File: config.mk
export PLATFORM = sky130hd
export DESIGN_NAME = fat32_volume_id_parser_flat
export DESIGN_NICKNAME = d
export VERILOG_FILES = /design/src/rtl/fat32_volume_id_parser_pkg.sv /design/src/rtl/fat32_volume_id_parser_if.sv /design/src/rtl/fat32_le_field_capture.sv /design/src/rtl/fat32_volume_id_parser.sv /design/src/flat_wrapper.sv
export SDC_FILE = /design/constraint.sdc
export NUM_CORES = 1
export LEC_CHECK = 0
export ABC_AREA = 1
export BUFFER_PORTS_ARGS = -buffer_cell sky130_fd_sc_hd__buf_2
export CORE_AREA = 2 2 211 213
export DETAILED_ROUTE_END_ITERATION = 10
export DIE_AREA = 0 0 213 215
export GPL_ROUTABILITY_DRIVEN = 0
export MAX_ROUTING_LAYER = met4
export PLACE_DENSITY = 0.67
export SYNTH_ARGS = -nofsm -noshare
export SYNTH_HDL_FRONTEND = slang
export SYNTH_HIERARCHICAL = 1
export SYNTH_SLANG_ARGS = --single-unit
File: constraint.sdc
create_clock -name clk -period 7.4 [get_ports clk]
set_input_delay 0.74 -clock clk [delete_from_list [all_inputs] [get_ports clk]]
set_output_delay 0.74 -clock clk [all_outputs]
set_load 0.02 [all_outputs]
File: src/rtl/fat32_volume_id_parser_pkg.sv
// Shared definitions for the FAT32 Volume ID parser: BPB offsets, error codes, FSM encoding.
package fat32_pkg;

  localparam int OFS_BYTS_PER_SEC = 11;
  localparam int OFS_SEC_PER_CLUS = 13;
  localparam int OFS_RSVD_SEC_CNT = 14;
  localparam int OFS_NUM_FATS     = 16;
  localparam int OFS_FAT_SZ32     = 36;
  localparam int OFS_ROOT_CLUS    = 44;
  localparam int OFS_SIG0         = 510;
  localparam int OFS_SIG1         = 511;

  localparam logic [2:0] ERR_NONE  = 3'd0;
  localparam logic [2:0] ERR_SIG   = 3'd1;
  localparam logic [2:0] ERR_BYTS  = 3'd2;
  localparam logic [2:0] ERR_NFATS = 3'd3;
  localparam logic [2:0] ERR_SHORT = 3'd4;
  localparam logic [2:0] ERR_SPC   = 3'd5;

  typedef enum logic [2:0] {
    ST_IDLE     = 3'd0,
    ST_COLLECT  = 3'd1,
    ST_CHECK    = 3'd2,
    ST_CALC_FAT = 3'd3,
    ST_CALC_CLU = 3'd4,
    ST_DONE     = 3'd5
  } state_e;

  // True when the byte counter addresses one of the nb bytes starting at ofs.
  function automatic logic in_window(input logic [9:0] cnt, input int ofs, input int nb);
    int c;
    c = int'(cnt);
    return (c >= ofs) && (c < ofs + nb);
  endfunction

endpackage

File: src/rtl/fat32_volume_id_parser_if.sv
// Byte stream from the SD controller plus control/result signals toward the FAT32 controller.
interface fat32_volume_id_parser_if;
  logic        start;
  logic [31:0] partition_lba_begin;
  logic [7:0]  byte_in;
  logic        byte_valid;
  logic        block_done;
  logic        busy;
  logic        done;
  logic        error;
  logic [2:0]  error_code;
  logic [7:0]  sectors_per_cluster;
  logic [31:0] root_dir_first_cluster;
  logic [31:0] fat_begin_lba;
  logic [31:0] cluster_begin_lba;

  modport master (
    output start, partition_lba_begin, byte_in, byte_valid, block_done,
    input  busy, done, error, error_code, sectors_per_cluster,
           root_dir_first_cluster, fat_begin_lba, cluster_begin_lba
  );

  modport slave (
    input  start, partition_lba_begin, byte_in, byte_valid, block_done,
    output busy, done, error, error_code, sectors_per_cluster,
           root_dir_first_cluster, fat_begin_lba, cluster_begin_lba
  );
endinterface

File: src/rtl/fat32_le_field_capture.sv
// Captures one little-endian BPB field from the byte stream at a fixed sector offset.
module fat32_le_field_capture
  import fat32_pkg::*;
#(
  parameter int OFFSET      = 0,
  parameter int WIDTH_BYTES = 1
) (
  input  logic                       clk,
  input  logic                       rst_n,
  input  logic                       clr,
  input  logic                       byte_en,
  input  logic [9:0]                 cnt,
  input  logic [7:0]                 byte_in,
  output logic [8*WIDTH_BYTES-1:0]   field
);
  logic hit;
  assign hit = byte_en && in_window(cnt, OFFSET, WIDTH_BYTES);

  generate
    if (WIDTH_BYTES == 1) begin : g_one
      always_ff @(negedge clk or negedge rst_n) begin
        if (!rst_n)   field <= '0;
        else if (clr) field <= '0;
        else if (hit) field <= byte_in;
      end
    end else begin : g_multi
      // LSB arrives first, so shifting in from the top leaves it at the bottom after the last byte.
      always_ff @(negedge clk or negedge rst_n) begin
        if (!rst_n)   field <= '0;
        else if (clr) field <= '0;
        else if (hit) field <= {byte_in, field[8*WIDTH_BYTES-1:8]};
      end
    end
  endgenerate
endmodule

File: src/rtl/fat32_volume_id_parser.sv
// Parses the FAT32 Volume ID sector, validates it and derives FAT / cluster-heap start LBAs.
module fat32_volume_id_parser
  import fat32_pkg::*;
#(
  parameter int BLOCK_BYTES          = 512,
  parameter int EXP_BYTES_PER_SECTOR = 512,
  parameter int EXP_NUM_FATS         = 2
) (
  input  logic                    clk,
  input  logic                    rst_n,
  fat32_volume_id_parser_if.slave bus
);
  localparam logic [9:0]  BLK      = 10'(BLOCK_BYTES);
  localparam logic [15:0] EXP_BYTS = 16'(EXP_BYTES_PER_SECTOR);
  localparam logic [7:0]  EXP_NF   = 8'(EXP_NUM_FATS);

  state_e      state_q, state_d;
  logic [9:0]  cnt_q;
  logic [31:0] part_q, fat_q, fat_mul;
  logic [2:0]  err_q, chk_code;
  logic        start_ok, byte_en;
  logic [15:0] byts, rsvd;
  logic [7:0]  spc, nfats, sig0, sig1;
  logic [31:0] fatsz, root;

  assign start_ok = bus.start && (state_q == ST_IDLE);
  assign byte_en  = bus.byte_valid && (state_q == ST_COLLECT) && (cnt_q < BLK);

  fat32_le_field_capture #(.OFFSET(OFS_BYTS_PER_SEC), .WIDTH_BYTES(2)) u_byts (
    .clk, .rst_n, .clr(start_ok), .byte_en, .cnt(cnt_q), .byte_in(bus.byte_in), .field(byts));
  fat32_le_field_capture #(.OFFSET(OFS_SEC_PER_CLUS), .WIDTH_BYTES(1)) u_spc (
    .clk, .rst_n, .clr(start_ok), .byte_en, .cnt(cnt_q), .byte_in(bus.byte_in), .field(spc));
  fat32_le_field_capture #(.OFFSET(OFS_RSVD_SEC_CNT), .WIDTH_BYTES(2)) u_rsvd (
    .clk, .rst_n, .clr(start_ok), .byte_en, .cnt(cnt_q), .byte_in(bus.byte_in), .field(rsvd));
  fat32_le_field_capture #(.OFFSET(OFS_NUM_FATS), .WIDTH_BYTES(1)) u_nfats (
    .clk, .rst_n, .clr(start_ok), .byte_en, .cnt(cnt_q), .byte_in(bus.byte_in), .field(nfats));
  fat32_le_field_capture #(.OFFSET(OFS_FAT_SZ32), .WIDTH_BYTES(4)) u_fatsz (
    .clk, .rst_n, .clr(start_ok), .byte_en, .cnt(cnt_q), .byte_in(bus.byte_in), .field(fatsz));
  fat32_le_field_capture #(.OFFSET(OFS_ROOT_CLUS), .WIDTH_BYTES(4)) u_root (
    .clk, .rst_n, .clr(start_ok), .byte_en, .cnt(cnt_q), .byte_in(bus.byte_in), .field(root));
  fat32_le_field_capture #(.OFFSET(OFS_SIG0), .WIDTH_BYTES(1)) u_sig0 (
    .clk, .rst_n, .clr(start_ok), .byte_en, .cnt(cnt_q), .byte_in(bus.byte_in), .field(sig0));
  fat32_le_field_capture #(.OFFSET(OFS_SIG1), .WIDTH_BYTES(1)) u_sig1 (
    .clk, .rst_n, .clr(start_ok), .byte_en, .cnt(cnt_q), .byte_in(bus.byte_in), .field(sig1));

  always_ff @(negedge clk or negedge rst_n) begin
    if (!rst_n) state_q <= ST_IDLE;
    else        state_q <= state_d;
  end

  always_comb begin
    state_d = state_q;
    unique case (state_q)
      ST_IDLE:     if (bus.start) state_d = ST_COLLECT;
      ST_COLLECT:  if (bus.block_done) state_d = ST_CHECK;
      ST_CHECK:    state_d = ST_CALC_FAT;
      ST_CALC_FAT: state_d = ST_CALC_CLU;
      ST_CALC_CLU: state_d = ST_DONE;
      ST_DONE:     state_d = ST_IDLE;
      default:     state_d = ST_IDLE;
    endcase
  end

  // A short block never delivered bytes 510/511, so its signature is not judged; it reports as short.
  always_comb begin
    chk_code = ERR_NONE;
    if ((cnt_q == BLK) && ((sig0 != 8'h55) || (sig1 != 8'hAA))) chk_code = ERR_SIG;
    else if (byts != EXP_BYTS)                                   chk_code = ERR_BYTS;
    else if (nfats != EXP_NF)                                    chk_code = ERR_NFATS;
    else if (cnt_q < BLK)                                        chk_code = ERR_SHORT;
    else if ((spc == 8'd0) || ((spc & (spc - 8'd1)) != 8'd0))    chk_code = ERR_SPC;
  end

  // NumFATs never exceeds 2 on a valid volume, so two shift-add terms cover the product.
  assign fat_mul = (nfats[0] ? fatsz : 32'd0) + (nfats[1] ? {fatsz[30:0], 1'b0} : 32'd0);

  always_ff @(negedge clk or negedge rst_n) begin
    if (!rst_n) begin
      cnt_q  <= '0;
      part_q <= '0;
      err_q  <= ERR_NONE;
      fat_q  <= '0;
    end else begin
      if (start_ok)     cnt_q <= '0;
      else if (byte_en) cnt_q <= cnt_q + 10'd1;
      if (start_ok)                 part_q <= bus.partition_lba_begin;
      if (state_q == ST_CHECK)      err_q  <= chk_code;
      if (state_q == ST_CALC_FAT)   fat_q  <= part_q + {16'd0, rsvd};
    end
  end

  assign bus.busy = (state_q == ST_COLLECT) || (state_q == ST_CHECK) ||
                    (state_q == ST_CALC_FAT) || (state_q == ST_CALC_CLU);
  assign bus.done = (state_q == ST_DONE);

  // Results publish on the edge that raises done and hold until the next accepted start.
  always_ff @(negedge clk or negedge rst_n) begin
    if (!rst_n) begin
      bus.error                  <= 1'b0;
      bus.error_code             <= ERR_NONE;
      bus.sectors_per_cluster    <= '0;
      bus.root_dir_first_cluster <= '0;
      bus.fat_begin_lba          <= '0;
      bus.cluster_begin_lba      <= '0;
    end else if (start_ok) begin
      bus.error      <= 1'b0;
      bus.error_code <= ERR_NONE;
    end else if (state_q == ST_CALC_CLU) begin
      bus.error                  <= (err_q != ERR_NONE);
      bus.error_code             <= err_q;
      bus.sectors_per_cluster    <= spc;
      bus.root_dir_first_cluster <= root;
      bus.fat_begin_lba          <= fat_q;
      bus.cluster_begin_lba      <= fat_q + fat_mul;
    end
  end
endmodule

File: src/flat_wrapper.sv
// flat-port wrapper written by rule: the top's interface ports become plain ports
module fat32_volume_id_parser_flat import fat32_pkg::*;
#(
  parameter int BLOCK_BYTES          = 512,
  parameter int EXP_BYTES_PER_SECTOR = 512,
  parameter int EXP_NUM_FATS         = 2
)
  (clk, rst_n, bus_start, bus_partition_lba_begin, bus_byte_in, bus_byte_valid, bus_block_done, bus_busy, bus_done, bus_error, bus_error_code, bus_sectors_per_cluster, bus_root_dir_first_cluster, bus_fat_begin_lba, bus_cluster_begin_lba);
  fat32_volume_id_parser_if bus_i ();
  input  logic clk;
  input  logic rst_n;
  input wire logic [$bits(bus_i.start)-1:0] bus_start;
  input wire logic [$bits(bus_i.partition_lba_begin)-1:0] bus_partition_lba_begin;
  input wire logic [$bits(bus_i.byte_in)-1:0] bus_byte_in;
  input wire logic [$bits(bus_i.byte_valid)-1:0] bus_byte_valid;
  input wire logic [$bits(bus_i.block_done)-1:0] bus_block_done;
  output wire logic [$bits(bus_i.busy)-1:0] bus_busy;
  output wire logic [$bits(bus_i.done)-1:0] bus_done;
  output wire logic [$bits(bus_i.error)-1:0] bus_error;
  output wire logic [$bits(bus_i.error_code)-1:0] bus_error_code;
  output wire logic [$bits(bus_i.sectors_per_cluster)-1:0] bus_sectors_per_cluster;
  output wire logic [$bits(bus_i.root_dir_first_cluster)-1:0] bus_root_dir_first_cluster;
  output wire logic [$bits(bus_i.fat_begin_lba)-1:0] bus_fat_begin_lba;
  output wire logic [$bits(bus_i.cluster_begin_lba)-1:0] bus_cluster_begin_lba;
  assign bus_i.start = bus_start;
  assign bus_i.partition_lba_begin = bus_partition_lba_begin;
  assign bus_i.byte_in = bus_byte_in;
  assign bus_i.byte_valid = bus_byte_valid;
  assign bus_i.block_done = bus_block_done;
  assign bus_busy = bus_i.busy;
  assign bus_done = bus_i.done;
  assign bus_error = bus_i.error;
  assign bus_error_code = bus_i.error_code;
  assign bus_sectors_per_cluster = bus_i.sectors_per_cluster;
  assign bus_root_dir_first_cluster = bus_i.root_dir_first_cluster;
  assign bus_fat_begin_lba = bus_i.fat_begin_lba;
  assign bus_cluster_begin_lba = bus_i.cluster_begin_lba;
  fat32_volume_id_parser #(.BLOCK_BYTES(BLOCK_BYTES), .EXP_BYTES_PER_SECTOR(EXP_BYTES_PER_SECTOR), .EXP_NUM_FATS(EXP_NUM_FATS)) u_core (.clk(clk), .rst_n(rst_n), .bus(bus_i));
endmodule
==> summary.txt <==
Clock network
  – Clk slew on worst S/H paths: 40 ps
  – CTS tree: yes
  – Max Buffers Root-to-Sink: 3
  – Clk_lat worst skew: 560 ps
  – H-tree Lvls: 2
  – CTS buffer count: 37
  – Post-CTS sizing: 0
  – Hold-fix buffers, CTS: 0
  – Setup Buffers After CTS: 0
  – CTS sink count: 316
  – CTS Root Cell: clkbuf_16

Timing
  – Final hold violations: 0
  – Slew Limit Fails: 0
  – Max_slew headroom: 38.7%
  – Slew @ Worst Pin: 918 ps
  – Setup TNS: 0 ps
  – RSZ-0062 raised after global routing: no
  – Finish-stage setup viols: 0
  – Clock skew: 19.1 ps

Synthesis
  – Post-Syn Area: 19,300 um^2
  – Ys Warns: 6
  – Post-synth top area cell: dfrtn_1
  – Syn_area_per_cell: 7.35 um^2
  – Unique masters post-synth: 46
  – Net count after synthesis: 2,755
  – Register bit total from synthesis: 316
  – Top post-synthesis cells by area: dfrtn_1 41%, nand2_1 19%, inv_1 7.8%, nand3_1 4.9%, fa_1 3.3%
  – Mapped Cells: 2,629
  – Seq/Total Area, Yosys: 40.9%
  – Fraction of post-synthesis cell area in the top cell type by area: 40.9%
  – Ys flop type: dfrtn_1
  – FFs w/ async S/R, synth: 100%
  – Post-synth EDFFs: 0

Final layout
  – Syn-to-layout area delta: 12.6%
  – Multi-input combinational cell area: 9370 um^2
  – Share of layout cells above drive strength 1: 14.2%
  – Post-layout util: 49.8%
  – Ant diodes: 0
  – Register area: 7910 um^2
  – Filler cells: 4,343
  – Final Net Count: 2,889

Power and ir drop
  – Leak: 12.5 nW
  – PwrDens: 298 nW/um^2
  – Total power: 6.49 mW
  – Peak supply drop: 0.187 mV

Die
  – Row count: 77
  – IO Pins: 155
  – Core area: 43,600 um^2
  – Die Ht: 215 um
  – Initial core utilization: 44.3%
  – DIE AREA: 45,800 um^2
  – Die span in x: 213 um

Worst setup path
  – Reg-to-reg endpoint: u_core/bus.cluster_begin_lba[29]
  – CP startpoint kind: flip-flop
  – R2R depth: 14
  – WS Path Type: flip-flop to output pin
  – WP data arrival: 5660 ps
  – Max Fanout on Critical Path: 35
  – CP required: 6660 ps
  – Nature of the critical path endpoint: output pin
  – Critical Path Start: u_core/state_q[0]
  – End of the critical path: bus_busy
  – Flop-to-flop setup slack: 3800 ps
  – R2r startpoint: u_core/u_nfats/field[1]

GRT
  – Initial antenna violation count: 0
  – First-pass GRT wire length: 85,500 um
  – GR Util met3: 2.34%
  – GRT Overall Usage: 24.1%
  – Global route overflow: 0
  – Gr busiest metal: met2
  – Pin count of the biggest net entering global routing: 97
  – Vias in the first global route: 16,500
  – GR Util met1: 33.2%
  – Met2 usage: 37.1%

Route
  – Final WL: 52,200 um
  – Initial DRC Count: 1,460
  – Final ANT Viol Nets: 0
  – Total number of vias: 17,000
  – DR DRC count: 0
  – Routed WL per cell: 15.4 um
  – Vias per Instance: 5.03
  – Pre-Repair DR Iteration Count: 7

Placed design
  – DPL Wire Length: 38,500 um
  – IO buf count: 154

Hold path
  – Min-delay worst type: flip-flop to flip-flop

Job
  – Max-cap viol count: 0

Outcome
  – Status: finished, final reports clean
## Yosys cell counts (15+ instances only)
cell type    n
a21oi_1     38
buf_2       42
buf_6       15
dfrtn_1    316
fa_1        32
ha_1        49
inv_1      400
nand2_1    980
nand2_2     48
nand3_1    191
nand3_2     28
nand4_1     76
nor2_1     143
nor2_2      25
nor3_1      15
o21ai_0     72
o21ai_1     26
xnor2_1     21
## flip-flops by register name, indices dropped and copies added, names as in the netlist, 16 cells and up
name / cells
u_core/bus.cluster_begin_lba: 32
u_core/bus.fat_begin_lba: 32
u_core/bus.root_dir_first_cluster: 32
u_core/fat_q: 32
u_core/part_q: 32
u_core/u_byts/field: 16
u_core/u_fatsz/field: 32
u_core/u_root/field: 32
u_core/u_rsvd/field: 16
## critical path: stages, from the launching register on
cell,delay (ps)
dfrtn_1,480
inv_2,80
nor3_4,150
buf_4,370
inv_2,80
nand3_1,90
buf_2,160
## power by group
group	internal, mW	switching, mW
Sequential	2.15	0.358
Combinational	0.649	1.51
Clock	1.09	0.740
Total	3.88	2.60
## cell families after synthesis
group / after synthesis / synth area share (%)
and+or+nand+nor: 1555 / 36.3
xor gates and xnor gates: 23 / 1.04
AOI/OAI and AO/OA: 161 / 4.62
buffers and inverters: 493 / 10.6
adders and majority gates: 81 / 6.49
DFF: 316 / 40.9
## cells in the final DEF, fill, tap and decap left out, types with 18 or more instances in the layout
cell,count
a21oi_1,38
buf_2,153
buf_4,18
clkbuf_16,39
dfrtn_1,316
fa_1,32
ha_1,49
inv_1,400
nand2_1,979
nand2_2,48
nand3_1,191
nand3_2,28
nand4_1,76
nor2_1,143
nor2_2,25
o21ai_0,72
o21ai_1,26
xnor2_1,21
## metrics by stage
step | worst slack [ps] | std cells | hold WS (ps) | cell area (um^2)
3_5_place_dp | 1000 | 3316 | 421 | 20500
5_1_grt | 890 | 3382 | 441 | 21700
2_1_floorplan | 1530 | 2629 | 402 | 19300
6_report | 996 | 3382 | 417 | 21700
3_3_place_gp | 1080 | 3316 | 418 | 20500
4_1_cts | 962 | 3382 | 424 | 21700
## worst min-delay path by stage
| stage | from | end | slack, ps | cells past startpoint |
|---|---|---|---|---|
| 3_5_place_dp | u_core/bus.fat_begin_lba[28] | u_core/bus.fat_begin_lba[28] | 420 | 2 |
| 3_3_place_gp | u_core/bus.cluster_begin_lba[25] | u_core/bus.cluster_begin_lba[25] | 420 | 2 |
| 2_1_floorplan | u_core/u_root/field[10] | u_core/bus.root_dir_first_cluster[10] | 400 | 2 |
| 6_report | u_core/bus.fat_begin_lba[28] | u_core/bus.fat_begin_lba[28] | 420 | 2 |
| 4_1_cts | u_core/bus.fat_begin_lba[28] | u_core/bus.fat_begin_lba[28] | 420 | 2 |
| 5_1_grt | u_core/bus.fat_begin_lba[28] | u_core/bus.fat_begin_lba[28] | 440 | 2 |
## cell type report
cell class,count,area share [%]
multi-input combinational,1820,43.1
clock inverter,14,0.650
sequential,316,36.4
tap,592,3.41
inverter,414,7.16
timing repair buffer,174,4.40
clock buffer,52,4.94
## routing by layer
layer / share of wire, % / vias up
met5: 0 / -
met4: 2.9 / 0
met3: 5.2 / 89
met2: 46 / 516
met1: 46 / 7985
li1: - / 8422
(Power assumes the default switching activity.)
